==> src/rtl/switch_press_decoder.sv <==
// Classifies debounced switch presses as SHORT, LONG or DOUBLE and emits one-cycle pulses.
// Optional auto-repeat while long-held is enabled by defining SWITCH_REPEAT_EN.
module switch_press_decoder #(
    parameter int unsigned c_LONG_LIMIT   = 12_500_000,
    parameter int unsigned c_DOUBLE_LIMIT = 6_250_000,
    parameter int unsigned c_REPEAT_LIMIT = 2_500_000,
    parameter int unsigned c_CNT_WIDTH    = 24
) (
    input  logic i_Clk,
    input  logic i_Rst,
    input  logic i_Switch,
    output logic o_Short,
    output logic o_Long,
    output logic o_Double,
    output logic o_Repeat,
    output logic o_Held
);

    localparam longint unsigned cnt_span = 64'd1 << c_CNT_WIDTH;

    // Every terminal count (limit-1) has to be representable in the shared counter.
    if (64'(c_LONG_LIMIT) > cnt_span || 64'(c_DOUBLE_LIMIT) > cnt_span ||
        64'(c_REPEAT_LIMIT) > cnt_span || c_LONG_LIMIT == 0 ||
        c_DOUBLE_LIMIT == 0 || c_REPEAT_LIMIT == 0) begin : g_bad_limits
        $error("switch_press_decoder: limits must be nonzero and fit in c_CNT_WIDTH bits");
    end

    localparam logic [c_CNT_WIDTH-1:0] long_last   = c_CNT_WIDTH'(c_LONG_LIMIT - 1);
    localparam logic [c_CNT_WIDTH-1:0] double_last = c_CNT_WIDTH'(c_DOUBLE_LIMIT - 1);
`ifdef SWITCH_REPEAT_EN
    localparam logic [c_CNT_WIDTH-1:0] repeat_last = c_CNT_WIDTH'(c_REPEAT_LIMIT - 1);
`endif

    // state     | meaning
    // IDLE      | waiting for a press
    // PRESSED   | first press held, timing toward LONG
    // WAIT_GAP  | released, timing the window for a second press
    // SECOND    | second press held until release
    // LONG_HELD | long press reported, waiting for release
    typedef enum logic [2:0] {
        IDLE,
        PRESSED,
        WAIT_GAP,
        SECOND,
        LONG_HELD
    } state_t;

    state_t                 state;
    logic [c_CNT_WIDTH-1:0] count;
    logic                   switch_last;
    logic                   rise;
    logic                   fall;

    assign rise = i_Switch & ~switch_last;
    assign fall = ~i_Switch & switch_last;

    always_ff @(posedge i_Clk) begin
        if (i_Rst) begin
            state       <= IDLE;
            count       <= '0;
            switch_last <= i_Switch;
            o_Short     <= 1'b0;
            o_Long      <= 1'b0;
            o_Double    <= 1'b0;
            o_Held      <= 1'b0;
`ifdef SWITCH_REPEAT_EN
            o_Repeat    <= 1'b0;
`endif
        end else begin
            switch_last <= i_Switch;
            o_Held      <= i_Switch;
            o_Short     <= 1'b0;
            o_Long      <= 1'b0;
            o_Double    <= 1'b0;
`ifdef SWITCH_REPEAT_EN
            o_Repeat    <= 1'b0;
`endif
            case (state)
                IDLE: begin
                    if (rise) begin
                        state <= PRESSED;
                        count <= '0;
                    end
                end
                PRESSED: begin
                    // A release on the terminal edge keeps the press short.
                    if (fall) begin
                        state <= WAIT_GAP;
                        count <= '0;
                    end else if (count == long_last) begin
                        state  <= LONG_HELD;
                        count  <= '0;
                        o_Long <= 1'b1;
                    end else begin
                        count <= count + 1'b1;
                    end
                end
                WAIT_GAP: begin
                    if (rise) begin
                        state <= SECOND;
                        count <= '0;
                    end else if (count == double_last) begin
                        state   <= IDLE;
                        count   <= '0;
                        o_Short <= 1'b1;
                    end else begin
                        count <= count + 1'b1;
                    end
                end
                SECOND: begin
                    if (fall) begin
                        state    <= IDLE;
                        count    <= '0;
                        o_Double <= 1'b1;
                    end
                end
                LONG_HELD: begin
                    if (fall) begin
                        state <= IDLE;
                        count <= '0;
                    end
`ifdef SWITCH_REPEAT_EN
                    else if (count == repeat_last) begin
                        count    <= '0;
                        o_Repeat <= 1'b1;
                    end else begin
                        count <= count + 1'b1;
                    end
`endif
                end
                default: begin
                    state <= IDLE;
                    count <= '0;
                end
            endcase
        end
    end

`ifndef SWITCH_REPEAT_EN
    assign o_Repeat = 1'b0;
`endif

endmodule

==> config.mk <==
export PLATFORM = sky130hd
export DESIGN_NAME = switch_press_decoder
export DESIGN_NICKNAME = d
export VERILOG_FILES = /design/src/rtl/switch_press_decoder.sv
export SDC_FILE = /design/constraint.sdc
export NUM_CORES = 1
export LEC_CHECK = 0
export ABC_AREA = 0
export BUFFER_PORTS_ARGS = -buffer_cell sky130_fd_sc_hd__buf_4
export CAP_MARGIN = 20
export CORE_ASPECT_RATIO = 1.1
export CORE_UTILIZATION = 54
export DETAILED_ROUTE_END_ITERATION = 10
export PLACE_DENSITY = 0.76
export SLEW_MARGIN = 20
export SYNTH_ARGS = -nofsm -noshare
export SYNTH_HDL_FRONTEND = slang
export SYNTH_SLANG_ARGS = --single-unit
==> constraint.sdc <==
create_clock -name i_Clk -period 2.03 [get_ports i_Clk]
set_input_delay 0.406 -clock i_Clk [delete_from_list [all_inputs] [get_ports i_Clk]]
set_output_delay 0.406 -clock i_Clk [all_outputs]
set_load 0.01 [all_outputs]
### Word-level counts from Yosys, hierarchy flattened

Cells that the tools add are included.

| word-level totals | value |
|---|---|
| register bits after elaboration | 32 |
| input port bits | 3 |
| logic and storage cells | 49 |
| output and inout port bits | 5 |

| cells by class | value |
|---|---|
| muxes and demuxes | 17 |
| $add $sub $neg | 1 |
| equality and inequality tests | 10 |
| reduce and logical (&&, ||, !) cells | 7 |
| bitwise logic cells | 7 |

Operators by type and width:

| kind | count |
|---|---|
| two-way mux 24 bit | 6 |
| case mux 24 bit (4 select lines) | 1 |
| adder 24 x 1 -> 24 bit, second input constant | 1 |
| == test 24 x 23 -> 1 bit, second input constant | 1 |
| == test 24 bit, second input constant | 1 |
| two-way mux 3 bit | 6 |
| case mux 3 bit (4 select lines) | 1 |
| == test 3 x 2 -> 1 bit, second input constant | 2 |
| != test 3 bit, second input constant | 2 |
| OR reduction 3 bit | 2 |
| inverter 1 bit | 5 |
| AND reduction 4 bit | 1 |
| OR reduction 2 bit | 2 |
| == test 3 x 1 -> 1 bit, second input constant | 1 |
| == test 3 bit, second input constant | 1 |
| zero test 3 bit | 1 |
| two-way mux 1 bit | 3 |
| AND 1 bit | 2 |
| != test 2 x 1 -> 1 bit, second input constant | 1 |
| != test 2 bit, second input constant | 1 |
| AND reduction 2 bit | 1 |

### Depth between registers and ports, before layout

Gate-level depths: netlist of the first run.

| logic depth | value |
|---|---|
| word-level depth | 4 |
| depth in mapped cells | 7 |
| depth with buffers taken out | 6 |

### Least setup slack after synthesis of the first run

OpenSTA, ideal clock, no wires.

| path | value |
|---|---|
| kind | register to register |
| from | register count[13] |
| to | register count[19] |
| cell stages (with the launch flop) | 7 |
| data arrival time | 1.898 ns |
| setup slack | 0.017 ns |
| cells stage by stage | dfxtp_1 -> or4b_1 -> nor3_1 -> a31oi_1 -> o31ai_4 -> buf_4 -> nor2_1 |

| between the ends | value |
|---|---|
| longest elaborated chain between the ends | 4 |
| elaborated cells on any way between the ends | 8 |
| those cells by class | add/sub: 1; eq/ne: 2; mux: 5 |

Ends and longest elaborated chain:

| element | line | RTL |
|---|---|---|
| start: declaration | 49 | `logic [c_CNT_WIDTH-1:0] count;` |
| start signal: assignment | 95 | `count <= count + 1'b1;` |
| start signal: assignment | 107 | `count <= count + 1'b1;` |
| adder 24 x 1 -> 24 bit (tied with other cells) | 95, 107 |  |
| two-way mux 24 bit (on tied branches) | 102, 90 |  |
| two-way mux 24 bit (on tied branches) | 99, 87 |  |
| case mux 24 bit (4 select lines) * | 78 | `case (state)` |

Mark *: on every way between the ends. The rest lies on a longest branch, timed or not.
A chain may end at the register's enable or synchronous reset.

### Final worst setup path of the first run

| path | value |
|---|---|
| from | register count[23] |
| to | register count[13] |

| between the ends | value |
|---|---|
| longest elaborated chain between the ends | 4 |
| elaborated cells on any way between the ends | 7 |
| those cells by class | eq/ne: 2; mux: 5 |

Ends and longest elaborated chain:

| element | line |
|---|---|
| == test 24 x 23 -> 1 bit / == test 24 bit (equally long branches) | 102, 90 |
| two-way mux 24 bit (on tied branches) | 102, 90 |
| two-way mux 24 bit (on tied branches) | 99, 87 |
| case mux 24 bit (4 select lines) * | 78 |

Marks and branches as above.

==> results.md, run 1 <==
- CTS tree: yes
- R2R setup slack: -30 ps
- DR DRC count: 0
- # rows: 21
- DP HPWL: ~3100 um
- Iter 0 DRT Violations: 64
- # clock sinks: 32
- Ys async rst share: 0%
- Slowest cell delay on critical path: 550 ps
- Largest net degree at the start of global routing: 20
- GRT Util Overall: 27.37%
- Post-Synthesis Cells: 198
- Ys Warns: 0
- Avg WL per Cell: 17.47 um
- Synth Cell Area: 1709 um2
- Worst min path class: in -> reg
- Crit path cell chain: or4b_4 -> nor3_4 -> a31oi_4 -> buf_6 -> o31ai_4 -> buf_6 -> clkbuf_16 -> nor2_1
- CP max FO: 5
- Crit share post-route: 101.5%
- Buffers plus inverters on the worst setup path: 3
- Final GP Congestion: 0.8334
- Slowest CP cell: or4b_4
- Syn nets: 202
- CTS clk-pin slew, worst paths: roughly 100 ps
- Crit Path Category: reg -> reg
- First-pass GRT wire length: 7031 um
- Worst EP arrival: 2300 ps
- Post-route ant nets: 0
- Max-cap violations: 0
- Synth unique cells: 50
- Global route overflow: 0
- Root buffer cell: clkbuf_4
- Fin. Hold Viols: 0
- Worst-Margin Slew: between 500 and 600 ps
- Via density: 6.284
- Worst Slack Setup Final: -29.71 ps
- Worst slack at placement: -67.55 ps
- Main synth FF type: dfxtp_1
- Leak: 0.0008119 uW
- RSZ-0062 raised after global routing: true
- Placed Cells incl. Taps: 268
- Die Ht: 61.01 um
- Vias in the first global route: 1607
- Register-to-Register Path Depth: 8
- Number of flops mapped to enable cells by yosys: 0
- Outcome: finished with violations
- I/O pin count: 8
- Clock skew: 15.37 ps
- Number of buffers added on ports: 6
- WL final: 4927 um
- H-tree depth: 2
- Most Frequent Cell on Critical Path: buf_6
- Max VDD drop: 0.7981 mV
- Initial antenna violation count: 0
- Syn Area/Cell: between 8 and 9 um2
- Max Slew Vio Count: 0
- Tmin final: 2060 ps
- Hold depth: 2
- Setup crit end kind: register
- Vias: 1772
- Critical path required time: 2270 ps
- Cell family with most CP delay: simple AND/OR/NAND/NOR gates
- CP Depth: 8
- #FFs+latches synth: 32
- Diode count: 0
- Pre-antenna DRT Iters: 4
- Final setup vio count: 19
- Fin cells: between 200 and 300
- Register area share after synthesis: 37.48%
- Area delta synth->final: 35.36%
- DIE AREA: ~3400 um2
- Die W: ~56 um
- Maximum root-to-sink buffer count: 2
- Core Region: 3022 um2
- Failing checks: negative setup slack
- Worst Setup Start Kind: register
- Fraction of layout instances using a drive strength above 1: 33.47%
- Power Density: 749.3 nW/um2
- Nets: 252
- Highest Clock Rate: 485.5 MHz
- Clock latency on the worst-skew pair: 350 ps
- Initial Util: between 50% and 60%
- Rel. slew slack: 59.49%
- Num CTS Buffers: 5
==> metal layers <==
layer  track usage (%)  part of all wire (%)  up-vias
met2             50.26                    52       48
met4             14.64                   2.7        0
met1             29.78                    41      880
li1                  -                     -      829
met3             6.823                   4.2       15
met5                 0                     0        -
==> area by class of cell <==
type | count | area, um2
multi-input combinational | 155 | 1115
fill | 207 | 708.2
sequential | 32 | 650.6
timing repair buffer | 52 | 451.7
tap | 34 | 42.54
clock buffer | 6 | 41.29
inverter | 2 | 7.507
clock inverter | 1 | 5.005
==> through the flow <==
stage / setup TNS (ps) / hold WS, ps / utilization, % / power [uW] / cell area (um2)
floorplan: 0 / 433.7 / - / 982.4 / 1709
global placement: 0 / 501.3 / 68.57 / 1199 / 2072
detailed placement: -383.1 / 512.1 / 68.57 / 1223 / 2072
CTS: 0 / 273.9 / 70.52 / 1565 / 2131
global route: -1612 / 275.3 / 76.56 / 1814 / 2313
finish: -283.5 / 289.4 / 76.56 / 1734 / 2313
==> power by group <==
| group | leakage (uW) | switching, uW | total [uW] | internal, uW |
|---|---|---|---|---|
| Clock | 0.0000281 | 222 | 349 | 127 |
| Sequential | 0.000262 | 27.0 | 678 | 651 |
| Combinational | 0.000522 | 353 | 706 | 353 |
==> Yosys cell counts (2+ instances only) <==
| cell type | count | area share [%] |
|---|---|---|
| nand2_1 | 16 | 3.5 |
| dfxtp_1 | 32 | 37 |
| xnor2_1 | 17 | 8.7 |
| a2111oi_0 | 11 | 5.6 |
| and4_1 | 2 | 1.0 |
| o22a_1 | 2 | 1.0 |
| clkbuf_1 | 6 | 1.3 |
| o21ai_0 | 5 | 1.5 |
| a21boi_0 | 2 | 0.88 |
| nand3_1 | 10 | 2.9 |
| buf_4 | 2 | 0.88 |
| a32o_1 | 3 | 1.8 |
| and3_1 | 2 | 0.73 |
| a211oi_1 | 7 | 3.1 |
| nand4_1 | 4 | 1.5 |
| inv_1 | 2 | 0.44 |
| nor2_1 | 21 | 4.6 |
| a21oi_1 | 4 | 1.2 |
| nor3_1 | 3 | 0.88 |
| nor4_1 | 5 | 1.8 |
| and2_1 | 2 | 0.73 |
| nand2b_1 | 5 | 1.8 |
| nor2b_1 | 3 | 1.1 |
| or3_1 | 3 | 1.1 |
| or2_2 | 4 | 1.5 |
==> worst reg2reg max path, cell delays in order (launching register included) <==
cell and delay [ps]:
dfxtp_1 330, or4b_4 550, nor3_4 240, a31oi_4 130, buf_6 140, o31ai_4 220, buf_6 160, clkbuf_16 140
nor2_1 40
==> placed cells by master (no fill, tap or decap), drive strengths merged, types with 2 or more instances in the layout <==
master,count
nand2b,5
or3,3
buf,51
or4,2
o31ai,2
nor4,5
nand4,4
o21ai,6
and2,2
and4,2
dfxtp,32
nor2b,3
or2,5
a21oi,4
nor3,3
xnor2,17
a211oi,7
a21boi,2
nand2,16
and3,2
o22a,2
a2111oi,11
nor2,21
inv,2
clkbuf,7
a32o,3
nand3,11
==> state kept, by name, indices dropped and copies added, names as in the netlist <==
signal	cells
count	24
state	3
o_Double	1
o_Long	1
o_Short	1
switch_last	1
o_Held	1
==> final timing paths <==
check               from     endpoint
max reg2reg    count[23]    count[13]
max            count[23]    count[13]
min             i_Switch  switch_last
min reg2reg  switch_last     o_Double
==> cell families after synthesis <==
| logic type | count (synthesis) | share of synthesized area (%) |
|---|---|---|
| and+or+nand+nor | 90 | 28.40 |
| AOI/OAI and AO/OA | 44 | 20.35 |
| DFF | 32 | 37.48 |
| xor gates and xnor gates | 18 | 9.224 |
| buffers and inverters | 11 | 2.928 |
| adders and majority gates | 1 | 0.7319 |
| other | 1 | 0.2194 |
| muxes | 1 | 0.6588 |
==> timing repair <==
action / CTS / global route
setup endpoints to repair: 20 / 20
hold buffers: 0 / 0
gates resized for setup: 3 / 30
cloned: 0 / 2
setup buffers: 0 / 5
pin swaps: 0 / 6
hold endpoints to repair: 0 / 0
No activity file was read; power rests on OpenSTA's default activity.
==> run 2: changes to the inputs <==
Settings changed: GPL_ROUTABILITY_DRIVEN set to 0, GPL_TIMING_DRIVEN set to 0, PLACE_DENSITY 0.76 to 0.74.
==> results.md, run 2 (synthesis gave the netlist of run 1 again) <==
- Outcome: finished, final reports clean
- Slowest cell delay on critical path: 400 ps (-150 ps)
- Initial Util: 56.56% (unchanged)
- Avg WL per Cell: 16.24 um (-7.1%)
- Worst Slack Setup Final: 58.71 ps (+88.42 ps)
- DP HPWL: 2629 um (-16%)
- Setup_tns: 0 ps (+283.5 ps)
- Placed Cells incl. Taps: 238 (-11%)
- Power Density: 810.4 nW/um2 (+8.2%)
- Tmin final: 1971 ps (-88.42 ps)
- Vias: 1621 (-8.5%)
- Pre-antenna DRT Iters: 4 (unchanged)
- Worst Setup Start Kind: register
- H-tree depth: 2 (unchanged)
- Fin. Hold Viols: 0 (unchanged)
- Leak: 0.0006474 uW (-20%)
- Maximum root-to-sink buffer count: 2 (unchanged)
- Initial antenna violation count: 0 (unchanged)
- Worst EP arrival: 2210 ps (-90 ps)
- Top reg by flops: count
- Fin cells: 254 (-9.9%)
- WL final: 4124 um (-16%)
- Max reg flops: 24 (unchanged)
- Crit share post-route: 97.11% (-4.4 points)
- Diode count: 0 (unchanged)
- Commonest non-fill, non-tap cell in the layout: dfxtp_1
- Root buffer cell: clkbuf_4
- Max-cap violations: 0 (unchanged)
- Iter 0 DRT Violations: 95 (+48%)
- Cell family with most CP delay: simple AND/OR/NAND/NOR gates
- Setup crit end kind: register
- # rows: 21 (unchanged)
- Die Ht: 61.01 um (unchanged)
- Final setup vio count: 0 (-19)
- Area delta synth->final: 24.60%
- Die W: 55.64 um (unchanged)
- Vias in the first global route: 1491 (-7.2%)
- Via density: 6.382 (+1.6%)
- I/O pin count: 8 (unchanged)
- DIE AREA: 3394 um2 (unchanged)
- Cts-stage hold buffer count: 0 (unchanged)
- Clock latency on the worst-skew pair: 340 ps (about the same)
- Highest Clock Rate: 507.3 MHz (+4.5%)
- Core Region: 3022 um2 (unchanged)
- Most frequent cells in the layout: 22 x dfxtp_1, 20 x nor2_1, 17 x xnor2_1
- RSZ-0062 raised after global routing: true
- CTS tree: yes
- Num CTS Buffers: 5 (unchanged)
- CTS clk-pin slew, worst paths: 100 ps (about the same)
- Buffers plus inverters on the worst setup path: 1 (-2)
- GRT Util Overall: 25.12% (-2.3 points)
- Fraction of layout instances using a drive strength above 1: 30.00% (-3.5 points)
- Post-route ant nets: 0 (unchanged)
- First-pass GRT wire length: 6561 um (-6.7%)
- DR DRC count: 0 (unchanged)
- Max VDD drop: 0.5477 mV (-31%)
- Worst min path class: in -> reg
- Slowest CP cell: nor4_1
- Critical path required time: 2270 ps (about the same)
- Final hold slack: 215.4 ps (-74.00 ps)
- Global route overflow: 0 (unchanged)
- Number of buffers added on ports: 6 (unchanged)
- Crit Path Category: reg -> reg
- Clock skew: 3.080 ps (-12.29 ps)
- Worst-Margin Slew: 543.8 ps (-48.46 ps)
- Final Util: 70.48% (-6.1 points)
- Max Slew Vio Count: 0 (unchanged)
- Rel. slew slack: 63.75% (+4.3 points)
- # clock sinks: 32 (unchanged)
- CP max FO: 5 (unchanged)
- Largest net degree at the start of global routing: 11 (-45%)
- Worst slack at placement: -343.3 ps (-275.8 ps)
- Biggest regs: count: 24 flops, state: 3 flops
- Crit path cell chain: buf_4 -> nor4_1 -> and2_1 -> a31oi_4 -> nor3_4 -> mux2_2
- Nets: 223 (-12%)
## run 2: cell count changes in the layout (fill, tap and decap cells not counted), sizes merged
cell,delta
bufinv,+1
clkbuf,+5
buf,-33
clkinv,-1
## run 2: layout make-up
type	instances	area, um2
fillers	234	892.1
multi-input cells	155	1159
plain buffers	8	48.80
well taps	34	42.54
clock buffers	7	65.06
repair buffers	15	116.4
clock inverters	1	30.03
inverters	2	7.507
flip-flops and latches	32	660.6
## run 2: timing repair
item                       4_1_cts  5_1_grt
setup buffers                    8        1
resized for setup               28       28
hold endpoints to repair         0        0
pin swaps                        4        3
setup endpoints to repair       23       27
## run 2: routing by layer
layer | vias to the layer above | track usage, % | part of all wire [%]
li1 | 779 | - | -
met5 | - | 0 | 0
met3 | 12 | 7.036 | 5.3
met2 | 55 | 42.69 | 49
met1 | 775 | 28.85 | 43
met4 | 0 | 15.00 | 2.5
## run 2: worst paths after layout
check	start	end	slack (ps)	depth (start not counted)
hold reg to reg	count[1]	count[1]	500	2
setup reg to reg	count[6]	state[0]	60	6
hold / removal	i_Switch	switch_last	220	1
setup / recovery	count[6]	state[0]	60	6
## run 2: power breakdown
part           switching (uW)  total (uW)  internal, uW  leakage (uW)
sequential               40.7         691           651      0.000265
clock                     225         552           327     0.0000515
combinational             296         483           187      0.000331
## run 2: metrics by stage
step / area, um2 / power, uW
after floorplan: 1709 / 982.4
after global placement: 1797 / 1069
after detailed placement: 1797 / 1077
after CTS: 2036 / 1682
after global routing: 2130 / 1805
final: 2130 / 1726
